### config.mk
export PLATFORM = sky130hd
export DESIGN_NAME = tr_filter_mc
export DESIGN_NICKNAME = d
export VERILOG_FILES = /design/src/rtl/tr_pkg.sv /design/src/rtl/tr_chan.sv /design/src/rtl/tr_filter_mc.sv
export SDC_FILE = /design/constraint.sdc
export NUM_CORES = 1
export LEC_CHECK = 0
export ABC_CLOCK_PERIOD_IN_PS = 3400
export BUFFER_PORTS_ARGS = -buffer_cell sky130_fd_sc_hd__buf_2
export CAP_MARGIN = 25
export CORE_ASPECT_RATIO = 0.7
export CORE_MARGIN = 8
export CORE_UTILIZATION = 30
export CTS_CLUSTER_DIAMETER = 200
export DETAILED_ROUTE_END_ITERATION = 8
export GPL_TIMING_DRIVEN = 0
export HOLD_SLACK_MARGIN = 0.06
export PLACE_DENSITY = 0.5
export SETUP_SLACK_MARGIN = 0.02
export SLEW_MARGIN = 20
export SYNTH_ARGS = -nofsm -noshare
export SYNTH_HDL_FRONTEND = slang
export SYNTH_HIERARCHICAL = 1
export SYNTH_SLANG_ARGS = --single-unit
### constraint.sdc
create_clock -name clk -period 3.4 [get_ports clk]
set_input_delay 0.51 -clock clk [delete_from_list [all_inputs] [get_ports clk]]
set_output_delay 0.51 -clock clk [all_outputs]
set_load 0.01 [all_outputs]
### src/rtl/tr_pkg.sv
// Shared constants for the TR synchroniser/filter: edge-history encodings
// and the default idle level of the active-low TR lines.
package tr_pkg;

  // {tr one cycle ago, tr now}
  typedef enum logic [1:0] {
    TR_EDGE_NONE_LO = 2'b00,
    TR_EDGE_RISE    = 2'b01,
    TR_EDGE_FALL    = 2'b10,
    TR_EDGE_NONE_HI = 2'b11
  } tr_edge_e;

  // TR is active-low, so the line idles high
  localparam logic TR_RST_LEVEL = 1'b1;

endpackage

### src/rtl/tr_chan.sv
// One TR channel: synchroniser, debounce, edge pulses/history and
// high-time measurement. ch_en low holds everything but width in reset.
module tr_chan
  import tr_pkg::*;
#(
  parameter int   SYNC_STAGES = 2,
  parameter int   DEBOUNCE    = 4,
  parameter int   CNT_W       = 16,
  parameter logic RST_LEVEL   = TR_RST_LEVEL
) (
  input  logic             clk,
  input  logic             rst,
  input  logic             tr_in,
  input  logic             ch_en,
  output logic             tr,
  output logic [1:0]       tr_edge,
  output logic             rise,
  output logic             fall,
  output logic [CNT_W-1:0] width,
  output logic             width_vld
);

  localparam logic [7:0]       DB_LAST = 8'(DEBOUNCE - 1);
  localparam logic [CNT_W-1:0] CNT_MAX = '1;

  logic [SYNC_STAGES-1:0] r_sync;
  logic [7:0]             r_cnt;
  logic                   r_tr;
  tr_edge_e               r_edge;
  logic                   r_rise;
  logic                   r_fall;
  logic                   r_vld;
  logic [CNT_W-1:0]       r_hcnt;
  logic [CNT_W-1:0]       r_width;

  logic                   w_sample;
  logic                   w_flip;
  logic                   w_tr_next;
  logic [CNT_W-1:0]       w_hcnt_inc;

  assign w_sample   = r_sync[SYNC_STAGES-1];
  // a level change is accepted on the DEBOUNCE-th consecutive differing sample
  assign w_flip     = (w_sample != r_tr) && (r_cnt == DB_LAST);
  assign w_tr_next  = w_flip ? w_sample : r_tr;
  assign w_hcnt_inc = (r_hcnt == CNT_MAX) ? r_hcnt : r_hcnt + CNT_W'(1);

  // sync chain, debounce counter, filtered level, pulses and high counter
  always_ff @(posedge clk) begin
    if (!rst || !ch_en) begin
      r_sync <= {SYNC_STAGES{RST_LEVEL}};
      r_cnt  <= '0;
      r_tr   <= RST_LEVEL;
      r_edge <= tr_edge_e'({RST_LEVEL, RST_LEVEL});
      r_rise <= 1'b0;
      r_fall <= 1'b0;
      r_vld  <= 1'b0;
      r_hcnt <= '0;
    end else begin
      r_sync <= {r_sync[SYNC_STAGES-2:0], tr_in};
      // any sample matching the current level restarts the debounce window
      if (w_sample == r_tr || r_cnt == DB_LAST)
        r_cnt <= '0;
      else
        r_cnt <= r_cnt + 8'd1;
      r_tr   <= w_tr_next;
      r_edge <= tr_edge_e'({r_edge[0], w_tr_next});
      r_rise <= w_flip &  w_sample;
      r_fall <= w_flip & ~w_sample;
      r_vld  <= w_flip & ~w_sample;
      // the rise edge is cycle 0 of the high period; later high cycles count up
      if (w_flip && w_sample)
        r_hcnt <= '0;
      else if (r_tr && !w_flip)
        r_hcnt <= w_hcnt_inc;
    end
  end

  // last completed high period; survives a channel disable, cleared by rst
  always_ff @(posedge clk) begin
    if (!rst)
      r_width <= '0;
    else if (ch_en && w_flip && !w_sample)
      r_width <= w_hcnt_inc;
  end

  assign tr        = r_tr;
  assign tr_edge   = r_edge;
  assign rise      = r_rise;
  assign fall      = r_fall;
  assign width     = r_width;
  assign width_vld = r_vld;

endmodule

### src/rtl/tr_filter_mc.sv
// Multi-channel TR synchroniser/filter: CH independent tr_chan instances
// with their outputs packed onto flat per-channel port slices.
module tr_filter_mc
  import tr_pkg::*;
#(
  parameter int   CH          = 4,
  parameter int   SYNC_STAGES = 2,
  parameter int   DEBOUNCE    = 4,
  parameter int   CNT_W       = 16,
  parameter logic RST_LEVEL   = TR_RST_LEVEL
) (
  input  logic                clk,
  input  logic                rst,
  input  logic [CH-1:0]       tr_in,
  input  logic [CH-1:0]       ch_en,
  output logic [CH-1:0]       tr,
  output logic [2*CH-1:0]     tr_edge,
  output logic [CH-1:0]       rise,
  output logic [CH-1:0]       fall,
  output logic [CH*CNT_W-1:0] width,
  output logic [CH-1:0]       width_vld
);

  for (genvar g = 0; g < CH; g++) begin : g_ch
    tr_chan #(
      .SYNC_STAGES (SYNC_STAGES),
      .DEBOUNCE    (DEBOUNCE),
      .CNT_W       (CNT_W),
      .RST_LEVEL   (RST_LEVEL)
    ) u_chan (
      .clk       (clk),
      .rst       (rst),
      .tr_in     (tr_in[g]),
      .ch_en     (ch_en[g]),
      .tr        (tr[g]),
      .tr_edge   (tr_edge[2*g +: 2]),
      .rise      (rise[g]),
      .fall      (fall[g]),
      .width     (width[g*CNT_W +: CNT_W]),
      .width_vld (width_vld[g])
    );
  end

endmodule

# Word-level counts from Yosys, hierarchy flattened
# Cells that the tools add are included.
# totals
ff_bits	188
latchBits	0
ram_bits	0
romBits	0
out_inout_bits	88
elab_cells	125
memories	0
# classes
addsub	8
mul	0
n_div	0
magnitude_cmp	0
eq_ne	16
n_shift	0
mux	8
bitwise_logic	12
reduce_logical	49
# op_table
op	count
adder 16 x 1 -> 16 bit, second input constant	4
== test 16 bit, second input constant	4
two-way mux 16 bit	4
adder 8 x 1 -> 8 bit, second input constant	4
== test 8 x 2 -> 1 bit, second input constant	4
logical AND 1 bit	20
OR reduction 2 bit	8
zero test 1 bit	13
AND 1 bit	8
logical OR 1 bit	8
== test 1 bit	4
two-way mux 1 bit	4
inequality test 1 bit	4
NOT 1 bit	4

# Depth between registers and ports, before layout
# Gate-level depths: netlist of the first run.
# logic_depth
ltp_word	4
depth_mapped	8

# Cells and area by module
# Netlist of the first run, hierarchy kept.
# modules_own_cells
mod	n_inst	cells_each	area_per_inst_um2	seq_area_each_um2
tr_chan	4	245	2155.8	920.9

# Least setup slack after synthesis of the first run
# No wires, ideal clock.
# synth_timing
path_kind	flip-flop to flip-flop
from	reg g_ch[0].u_chan.r_cnt[0]
to	reg g_ch[0].u_chan.r_hcnt[0]
arrival_ps	1969
t_required_ps	3279
path_slack_ps	1311
stages_incl_launch_ff	8
synth_period_minus_slack_ps	2089
cell_sequence	dfxtp_1 -> ha_1 -> or4b_4 -> nor4_4 -> mux2_4 -> inv_4 -> o21ai_2 -> mux2_2
# synth_via
elab_chain_len	4
elab_cells_between_ends	6
# synth_rtl
element	line	rtl
from (decl)	tr_chan.sv:27	logic [7:0] r_cnt;
from (signal assigned)	tr_chan.sv:64	r_cnt <= r_cnt + 8'd1;
== test 8 x 2 -> 1 bit *	tr_chan.sv:43	assign w_flip = (w_sample != r_tr) && (r_cnt == DB_LAST);
logical AND 1 bit *	tr_chan.sv:43	
logical AND 1 bit / zero test 1 bit (equally long branches)	tr_chan.sv:71, tr_chan.sv:73	
OR reduction 2 bit (no source line) / logical AND 1 bit (equally long branches)	-	
to (signal assigned)	tr_chan.sv:74	r_hcnt <= w_hcnt_inc;
to (decl)	tr_chan.sv:33	logic [CNT_W-1:0] r_hcnt;
# Every way passes the cells marked *; elsewhere a longest branch is shown, timed or not.
# A chain may end at the register's enable or synchronous reset.

# Worst setup path after layout of the first run
# layout_timing
from	reg g_ch[2].u_chan.r_cnt[0]
to	reg g_ch[2].u_chan.r_hcnt[0]
# layout_via
elab_chain_len	4
elab_cells_between_ends	6
# layout_rtl
element	line
from (decl)	tr_chan.sv:27
from (signal assigned)	tr_chan.sv:64
== test 8 x 2 -> 1 bit *	tr_chan.sv:43
logical AND 1 bit *	tr_chan.sv:43
logical AND 1 bit / zero test 1 bit (equally long branches)	tr_chan.sv:71, tr_chan.sv:73
OR reduction 2 bit (no source line) / logical AND 1 bit (equally long branches)	-
to (signal assigned)	tr_chan.sv:74
to (decl)	tr_chan.sv:33
# Marks and branches as above.

==> qor.yml, run 1 <==
cp_max_fo: 10
place.gp.congestion: 0.822
r2r_start: "g_ch[2].u_chan/r_cnt[0]"
holdBufCountCts: 0
min_period_ns: 2.35
grt_util_all_layers_pct: 13.8
relSlewSlack_pct: 56.1
crit_type: "flip-flop to flip-flop"
rrSetupSlack_ns: 1.05
grt_max_degree: 17
die_h_um: 158
yosys.area.top_type_share_pct: 42.7
setup_violations: 0
yosysWarnings: 6
end_kind: "flip-flop"
place_area_sq_mm: 0.00958
initial_core_util_pct: 30.2
synthArstFlopShare_pct: 0
grt_first_pass_wirelength_um: 38100
dieArea_sq_mm: 0.0345
cts_root_buf: "clkbuf_16"
htreeDepth: 4
cts_setup_buffers: 0
reg2reg_to: "g_ch[2].u_chan/r_hcnt[0]"
max_freq_mhz: 426
cp.required_ns: 3.73
tritoncts: "built"
nets: 1113
vias: 7422
setup_tns_ns: 0
io_buffers: 96
final_max_slew_viol_count: 0
firstDrtPassIters: 5
ys_seq_area_share_pct: 42.7
hold_violations: 0
die_x_um: 219
drtIter0Drc: 477
hold_path.class: "primary input to flip-flop"
synth_area_leaders: "dfxtp_1 (43%), xnor2_1 (4.5%), o21ai_0 (4.4%), nor2_1 (4.2%), a21oi_1 (3.9%)"
cts-buffers-inserted: 17
worstHoldPathCells: 2
hpwl_um: 17200
clk-insertion-delay-late_ns: 0.44
cts_num_sinks: 184
syn2layout_area_growth_pct: 18.9
fin_skew_ns: 0.0107
antenna_found_initial: 1
clk_pin_slew_ns: 0.07
first_global_vias: 6855
synth.largest_area_cell: "dfxtp_1"
coreArea_sq_mm: 0.0286
max-clock-path-buffers: 2
synth_edf_count: 0
tightest_slew_ns: 0.652
avgViaCountPerCell: 5.00
power.density_mw_per_mm2: 448
syn_avg_cell_area_sq_um: 8.80
postRouteAntennaNets: 0
min_from: "tr_in[3]"
outcome: "complete, no violations"
timing.final.ws_setup_ns: 1.05
drc: 0
rows: 52
syn-num-nets: 998
ys_ff_latch: 184
cap_viol_max_count: 0
startpoint_type: "flip-flop"
pin_count: 98
syn_inst: 980
netlist_area_sq_mm: 0.00862
rsz0062_at_grt: "no"
drive_above_1_share_pct: 22.1
antenna_cells: 0
cts_resized: 0
p_leak_uw: 0.00381
rr_worst_depth: 7
peakVddDrop_v: 0.000308
drt-total-wl_um: 23400
ys_types: 48
grt-ovfl-total: 0
min_to: "g_ch[3].u_chan/r_sync[0]"
fin_area_sq_mm: 0.0103
synth_ff_type: "dfxtp_1"
fin_crit_sh_pct: 69.0
dp_slack_ns: 1.05
wire_per_inst_um: 15.8
critical_path_arrival_ns: 2.68
[metal layers]
layer	vias up	share of wire, %	track usage [%]
met3	19	5.5	4.01
met4	0	0.99	3.22
li1	3764	-	-
met2	156	40	18.9
met5	-	0	0
met1	3483	53	20.7
[logic make-up after synthesis]
group                    synth area share (%)
buffers and inverters                    6.38
AO/OA/AOI/OAI                            19.0
AND/OR/NAND/NOR                          23.4
multiplexers                             1.22
flip-flops                               42.7
XOR/XNOR                                 6.09
adder cells (fa/ha/maj)                  1.16
[flip-flops by register name, indices dropped and copies added, names as in the netlist]
signal,count
g_ch.u_chan/r_cnt,32
g_ch.u_chan/r_sync,8
g_ch.u_chan/tr_edge,8
g_ch.u_chan/width,64
g_ch.u_chan/r_hcnt,64
g_ch.u_chan/width_vld,4
g_ch.u_chan/rise,4
[worst max-delay path by stage]
stage                                          end  cells past startpoint                     from
after global routing      g_ch[2].u_chan/r_hcnt[0]                      7  g_ch[2].u_chan/r_cnt[0]
after CTS                 g_ch[2].u_chan/r_hcnt[0]                      7  g_ch[2].u_chan/r_cnt[0]
after global placement    g_ch[1].u_chan/r_hcnt[0]                      7  g_ch[1].u_chan/r_cnt[0]
after floorplan           g_ch[0].u_chan/r_hcnt[0]                      7  g_ch[0].u_chan/r_cnt[0]
final                     g_ch[2].u_chan/r_hcnt[0]                      7  g_ch[2].u_chan/r_cnt[0]
after detailed placement  g_ch[2].u_chan/r_hcnt[0]                      7  g_ch[2].u_chan/r_cnt[0]
[layout by cell type, fill, tap and decap left out, types with 6 or more instances in the layout]
master,netlist,routed
dfxtp_1,184,184
buf_2,20,116
nor2_1,96,96
nand2_1,80,80
o21ai_0,76,76
a21oi_1,68,68
xnor2_1,44,44
and3_1,36,36
nand3_1,32,32
inv_1,32,32
o22ai_1,28,28
nand4_1,24,24
a31oi_1,20,20
clkbuf_16,0,17
and4_1,16,16
xor2_1,16,16
clkbuf_1,12,14
buf_4,12,12
or3_1,12,12
o31ai_1,12,12
o21ai_2,12,12
a22o_1,12,12
buf_6,8,8
or2_2,8,8
nor4_1,8,8
nor3_1,8,8
o211ai_1,8,8
nand2b_1,8,8
ha_1,8,8
bufinv_16,0,6
[through the flow]
stage          power (uW)  std cells  hold slack, ns  utilization (%)
2_1_floorplan        2290        980           0.393                -
3_3_place_gp         2330       1454           0.395             33.5
3_5_place_dp         2330       1454           0.401             33.5
4_1_cts              4660       1484           0.217             35.9
5_1_grt              4770       1484           0.217             35.9
6_report             4590       1484           0.250             35.9
[area by class of cell]
cell class                 instances  area, sq um
buffer                            60          405
clock inverter                     7          189
tap                              378          473
fill                            2962        18300
inverter                          36          145
timing repair buffer              96          480
sequential                       184         3680
clock buffer                      23          488
multi-input combinational        700         4390
[cells in the mapped netlist (all sizes together), types with 12 or more instances]
| master | count |
|---|---|
| dfxtp | 184 |
| nor2 | 100 |
| o21ai | 92 |
| nand2 | 84 |
| a21oi | 68 |
| buf | 44 |
| xnor2 | 44 |
| and3 | 36 |
| inv | 36 |
| nand3 | 36 |
| o22ai | 28 |
| nand4 | 24 |
| a31oi | 20 |
| and4 | 20 |
| clkbuf | 16 |
| xor2 | 16 |
| a22o | 12 |
| nor4 | 12 |
| o211ai | 12 |
| o31ai | 12 |
| or3 | 12 |
[report_power, final]
part,internal (uW),switching [uW]
Sequential,2160,8.78
Combinational,39.3,70.1
Clock,1450,860
[critical path, cell delays in order (launching register included)]
cell and delay (ns):
dfxtp_1 0.35, ha_1 0.21, or4b_4 0.52, nor4_4 0.24
mux2_4 0.42, inv_4 0.14, o21ai_2 0.08, mux2_2 0.27
Note: power is estimated with default switching activity, not from simulation.
==> run 2, diff against run 1 <==
--- a/config.mk
+++ b/config.mk
@@ -5,7 +5,8 @@
 export SDC_FILE = /design/constraint.sdc
 export NUM_CORES = 1
 export LEC_CHECK = 0
-export ABC_CLOCK_PERIOD_IN_PS = 3400
+export ABC_AREA = 1
+export ABC_CLOCK_PERIOD_IN_PS = 2400
 export BUFFER_PORTS_ARGS = -buffer_cell sky130_fd_sc_hd__buf_2
 export CAP_MARGIN = 25
 export CORE_ASPECT_RATIO = 0.7
@@ -15,7 +16,7 @@
 export DETAILED_ROUTE_END_ITERATION = 8
 export GPL_TIMING_DRIVEN = 0
 export HOLD_SLACK_MARGIN = 0.06
-export PLACE_DENSITY = 0.5
+export PLACE_DENSITY = 0.49
 export SETUP_SLACK_MARGIN = 0.02
 export SLEW_MARGIN = 20
 export SYNTH_ARGS = -nofsm -noshare
==> constraint.sdc (replaced) <==
create_clock -name clk -period 2.4 [get_ports clk]
set_input_delay 0.36 -clock clk [delete_from_list [all_inputs] [get_ports clk]]
set_output_delay 0.36 -clock clk [all_outputs]
set_load 0.01 [all_outputs]
==> qor.yml, run 2 <==
outcome: "complete, no violations"
pin_count: 98
end_kind: "flip-flop"
layout_commonest_cell: "nand2_1"
syn_avg_cell_area_sq_um: 7.03
r2r_start: "g_ch[1].u_chan/r_hcnt[1]"
grt_max_degree: 29
fin_crit_sh_pct: 70.8
die_h_um: 163
cts_num_sinks: 184
peakVddDrop_v: 0.000376
firstDrtPassIters: 5
antenna_cells: 0
grt-ovfl-total: 0
startpoint_type: "flip-flop"
critPathMaxStageDelay_ns: 0.42
layout_common_cells: "nand2_1 (320), nor2_1 (204), dfxtp_1 (184), nand3_1 (132), inv_1 (112)"
setup_violations: 0
postRouteAntennaNets: 0
cap_viol_max_count: 0
min_period_ns: 1.70
crit_chain: "ha_1 -> nand3_2 -> inv_2 -> nand2_4 -> inv_2 -> nand3_4 -> buf_6 -> nand3_1 -> nor2_1 -> nor2_1"
die_x_um: 225
synth_area_leaders: "dfxtp_1 (40%), nand2_1 (13%), nor2_1 (8.3%), nand3_1 (7.2%), inv_1 (4.6%)"
min_from: "tr_in[1]"
power.density_mw_per_mm2: 548
reg2reg_to: "g_ch[1].u_chan/width[9]"
syn-num-nets: 1326
grt_first_pass_wirelength_um: 40600
setup_tns_ns: 0
synth.largest_area_cell: "dfxtp_1"
synth_commonest_cells: "nand2_1 (320), nor2_1 (204), dfxtp_1 (184), nand3_1 (132), inv_1 (112)"
holdBufCountCts: 0
synth_edf_count: 0
final_max_slew_viol_count: 0
synthArstFlopShare_pct: 0
syn_inst: 1308
coreArea_sq_mm: 0.0301
cts_setup_buffers: 0
ys_types: 29
p_leak_uw: 0.00535
whs_ns: 0.103
htreeDepth: 4
vias: 8270
max-clock-path-buffers: 2
cts_resized: 0
fin_skew_ns: 0.0166
hpwl_um: 18300
cts_root_buf: "clkbuf_16"
drive_above_1_share_pct: 22.1
rr_worst_depth: 10
netlist_area_sq_mm: 0.00920
crit_type: "flip-flop to flip-flop"
cp.required_ns: 2.78
nets: 1442
grt_util_all_layers_pct: 13.7
min_to: "g_ch[1].u_chan/r_sync[0]"
clk-insertion-delay-late_ns: 0.45
ys_seq_area_share_pct: 40.0
avgViaCountPerCell: 4.48
hold_violations: 0
relSlewSlack_pct: 46.5
rsz0062_at_grt: "no"
yosysWarnings: 6
critical_path_arrival_ns: 2.08
tritoncts: "built"
yosys.area.top_type_share_pct: 40.0
worstHoldPathCells: 2
cts-buffers-inserted: 17
cp_max_fo: 10
tightest_slew_ns: 0.802
io_buffers: 97
first_global_vias: 7682
max_freq_mhz: 589
dieArea_sq_mm: 0.0366
antenna_found_initial: 0
initial_core_util_pct: 30.6
wire_per_inst_um: 13.1
yosysMostFrequentCell: "nand2_1"
ys_ff_latch: 184
rrSetupSlack_ns: 0.70
place.gp.congestion: 0.876
rows: 53
slowest_stage: "dfxtp_1"
syn2layout_area_growth_pct: 16.7
hold_path.class: "primary input to flip-flop"
drt-total-wl_um: 24300
drc: 0
drtIter0Drc: 449
synth_ff_type: "dfxtp_1"
clk_pin_slew_ns: 0.07
==> run 2: routing by layer <==
metal	share of wire (%)	global-route usage, %	vias up
li1	-	-	4373
met1	55	20.6	3744
met2	39	19.0	136
met3	4.7	3.02	17
met4	1.2	3.92	0
met5	0	0	-
==> run 2: critical path: cells and delay by family (launching register included) <==
family,cells,cell delay (ns)
flip-flops,1,0.42
buffers and inverters,3,0.36
adder cells (fa/ha/maj),1,0.23
AND/OR/NAND/NOR,6,0.61
==> run 2: power breakdown <==
part / switching (uW) / total [uW] / internal [uW]
sequential: 11.2 / 3070 / 3060
combinational: 96.9 / 139 / 41.7
clock: 1250 / 2670 / 1420
total: 1350 / 5880 / 4520
==> run 2: cell type report <==
type / instances / area (sq um)
clock inverters: 11 / 100
flip-flops and latches: 184 / 3680
clock buffers: 19 / 433
well taps: 412 / 515
repair buffers: 97 / 485
multi-input cells: 940 / 4680
fillers: 3246 / 19400
inverters: 148 / 556
plain buffers: 36 / 280
==> run 2: worst max-delay path by stage <==
| stage | startpoint | to | slack [ns] | cells past startpoint |
|---|---|---|---|---|
| after floorplan | g_ch[0].u_chan/r_cnt[0] | g_ch[0].u_chan/r_hcnt[10] | 1.03 | 9 |
| after global placement | rst | g_ch[3].u_chan/r_cnt[5] | 0.30 | 7 |
| after detailed placement | rst | g_ch[3].u_chan/r_cnt[5] | 0.32 | 7 |
| after CTS | g_ch[1].u_chan/r_hcnt[1] | g_ch[1].u_chan/width[9] | 0.70 | 10 |
| after global routing | g_ch[1].u_chan/r_hcnt[1] | g_ch[1].u_chan/width[9] | 0.52 | 10 |
| final | g_ch[1].u_chan/r_hcnt[1] | g_ch[1].u_chan/width[9] | 0.70 | 10 |
==> run 2: cell families (layout without fill, tap and decap cells) <==
logic type / after synthesis / count (layout) / share of synthesized area, %
simple gates: 816 / 816 / 42.5
flops: 184 / 184 / 40.0
buf+inv: 184 / 311 / 9.09
compound gates: 104 / 104 / 6.15
xor+xnor: 12 / 12 / 1.14
fa+ha+maj: 8 / 8 / 1.09
==> run 2: stage by stage <==
step / utilization (%) / worst slack [ns] / std cells / power [uW] / instance area [sq um]
final: 35.6 / 0.702 / 1847 / 5880 / 10700
after global routing: 35.6 / 0.519 / 1847 / 6140 / 10700
after CTS: 35.6 / 0.698 / 1847 / 6000 / 10700
after detailed placement: 33.9 / 0.320 / 1817 / 3280 / 10200
after global placement: 33.9 / 0.297 / 1817 / 3280 / 10200
after floorplan: - / 1.03 / 1308 / 3230 / 9200
==> run 3, diff against run 2 <==
--- a/config.mk
+++ b/config.mk
@@ -6,7 +6,7 @@
 export NUM_CORES = 1
 export LEC_CHECK = 0
 export ABC_AREA = 1
-export ABC_CLOCK_PERIOD_IN_PS = 2400
+export ABC_CLOCK_PERIOD_IN_PS = 1600
 export BUFFER_PORTS_ARGS = -buffer_cell sky130_fd_sc_hd__buf_2
 export CAP_MARGIN = 25
 export CORE_ASPECT_RATIO = 0.7
==> constraint.sdc (replaced) <==
create_clock -name clk -period 1.6 [get_ports clk]
set_input_delay 0.24 -clock clk [delete_from_list [all_inputs] [get_ports clk]]
set_output_delay 0.24 -clock clk [all_outputs]
set_load 0.01 [all_outputs]
==> qor.yml, run 3 (same netlist as run 2, synthesis figures left out) <==
drive_above_1_share_pct: 27.6
cts-buffers-inserted: 17
die_h_um: 163
coreArea_sq_mm: 0.0301
drt-total-wl_um: 25200
nFillCells: 3210
max_freq_mhz: 653
place_area_sq_mm: 0.0102
syn2layout_area_growth_pct: 24.2
clk-insertion-delay-late_ns: 0.45
vias: 8442
cts_root_buf: "clkbuf_16"
min_period_ns: 1.53
dp_slack_ns: -0.360
layout_common_cells: "nand2_1 (317), nor2_1 (191), dfxtp_1 (154), nand3_1 (127), inv_1 (112)"
cp.required_ns: 1.93
cp_max_fo: 6
postRouteAntennaNets: 0
pin_count: 98
critical_path_arrival_ns: 1.86
hold_violations: 0
wire_per_inst_um: 13.4
peakVddDrop_v: 0.000563
p_leak_uw: 0.00560
layout_commonest_cell: "nand2_1"
tightest_slew_ns: 0.499
htreeDepth: 4
hold_path.class: "primary input to flip-flop"
tritoncts: "built"
fin_area_sq_mm: 0.0114
dieArea_sq_mm: 0.0366
seqCellArea_sq_mm: 0.00374
avgViaCountPerCell: 4.49
grt_first_pass_wirelength_um: 40900
clk_pin_slew_ns: 0.07
antenna_found_initial: 0
crit_chain: "ha_2 -> nand3_4 -> inv_2 -> nand2_4 -> inv_2 -> nand3_4 -> buf_6 -> or2b_1 -> nand2_1 -> nand2_1"
place_inst: 1817
finalNonFillerCells: 1881
rsz0062_at_grt: "yes"
first_global_vias: 7752
crit_type: "flip-flop to flip-flop"
rrSetupSlack_ns: 0.07
antenna_cells: 0
place.gp.congestion: 0.876
initial_core_util_pct: 30.6
grt-ovfl-total: 0
setup_violations: 0
max-clock-path-buffers: 2
slowest_stage: "dfxtp_4"
hpwl_um: 18300
outcome: "complete, no violations"
firstDrtPassIters: 5
io_buffers: 97
relSlewSlack_pct: 66.7
fin_skew_ns: 0.0149
grt_max_degree: 29
fin_crit_sh_pct: 95.7
drtIter0Drc: 461
power.density_mw_per_mm2: 776
end_kind: "flip-flop"
multiInputGateArea_sq_mm: 0.00488
rows: 53
startpoint_type: "flip-flop"
timing.final.ws_setup_ns: 0.0694
grt_util_all_layers_pct: 13.8
nets: 1476
cts_num_sinks: 184
final_max_slew_viol_count: 0
cap_viol_max_count: 0
die_x_um: 225
critPathMaxStageDelay_ns: 0.36
drc: 0
[run 3: changes by cell type in the layout (fill, tap and decap cells not counted), sizes merged]
cell | previous run | this run
clkbuf | 27 | 29
dlygate4sd3 | 0 | 4
buf | 125 | 153
[run 3: cell type report]
type | count | area share, %
multi-input combinational | 940 | 42.7
sequential | 184 | 32.7
timing repair buffer | 131 | 7.19
inverter | 148 | 5.01
tap | 412 | 4.51
clock buffer | 19 | 3.79
buffer | 36 | 3.15
clock inverter | 11 | 0.876
[run 3: timing repair]
| action | 4_1_cts | 5_1_grt |
|---|---|---|
| resized for setup | 15 | 115 |
| gates cloned | 0 | 4 |
| hold buffers | 4 | 0 |
| endpoints found under the hold margin | 4 | 0 |
| buffers inserted | 6 | 20 |
| endpoints found under the setup margin | 41 | 136 |
| pin swaps | 3 | 8 |
[run 3: worst paths after layout]
check                                start                       end  depth (start not counted)
hold reg to reg   g_ch[3].u_chan/r_sync[0]  g_ch[3].u_chan/r_sync[1]                          1
setup / recovery  g_ch[2].u_chan/r_hcnt[0]  g_ch[2].u_chan/r_hcnt[6]                         10
hold / removal                    ch_en[3]       g_ch[3].u_chan/rise                          3
setup reg to reg  g_ch[2].u_chan/r_hcnt[0]  g_ch[2].u_chan/r_hcnt[6]                         10
[run 3: power by group]
part / internal [uW] / total [uW] / leakage, uW / switching (uW)
clock network: 2130 / 3990 / 0.000259 / 1860
logic: 101 / 265 / 0.00384 / 165
registers: 4590 / 4610 / 0.00150 / 20.7
[run 3: worst max-delay path: cells and delay by family (launching register included)]
kind,cells,cell delay [ns]
adders and majority gates,1,0.20
DFF,1,0.36
buffers and inverters,3,0.23
and+or+nand+nor,6,0.64
[run 3: per-stage QoR]
stage               setup TNS [ns]  util (%)  hold slack [ns]  total power (uW)
detailed placement          -25.49      33.9            0.398              4930
floorplan                        0         -            0.347              4840
global route                     0      38.0            0.113              9270
finish                           0      38.0            0.121              8860
global placement            -27.46      33.9            0.400              4930
CTS                              0      36.1           0.0846              9010
[run 3: metal layers]
| metal | vias to the layer above | wire length [um] | track usage [%] |
|---|---|---|---|
| li1 | 4447 | - | - |
| met1 | 3851 | 13900 | 20.7 |
| met2 | 127 | 10100 | 19.1 |
| met3 | 17 | 1010 | 3.02 |
| met4 | 0 | 297 | 3.92 |
| met5 | - | 0 | 0 |
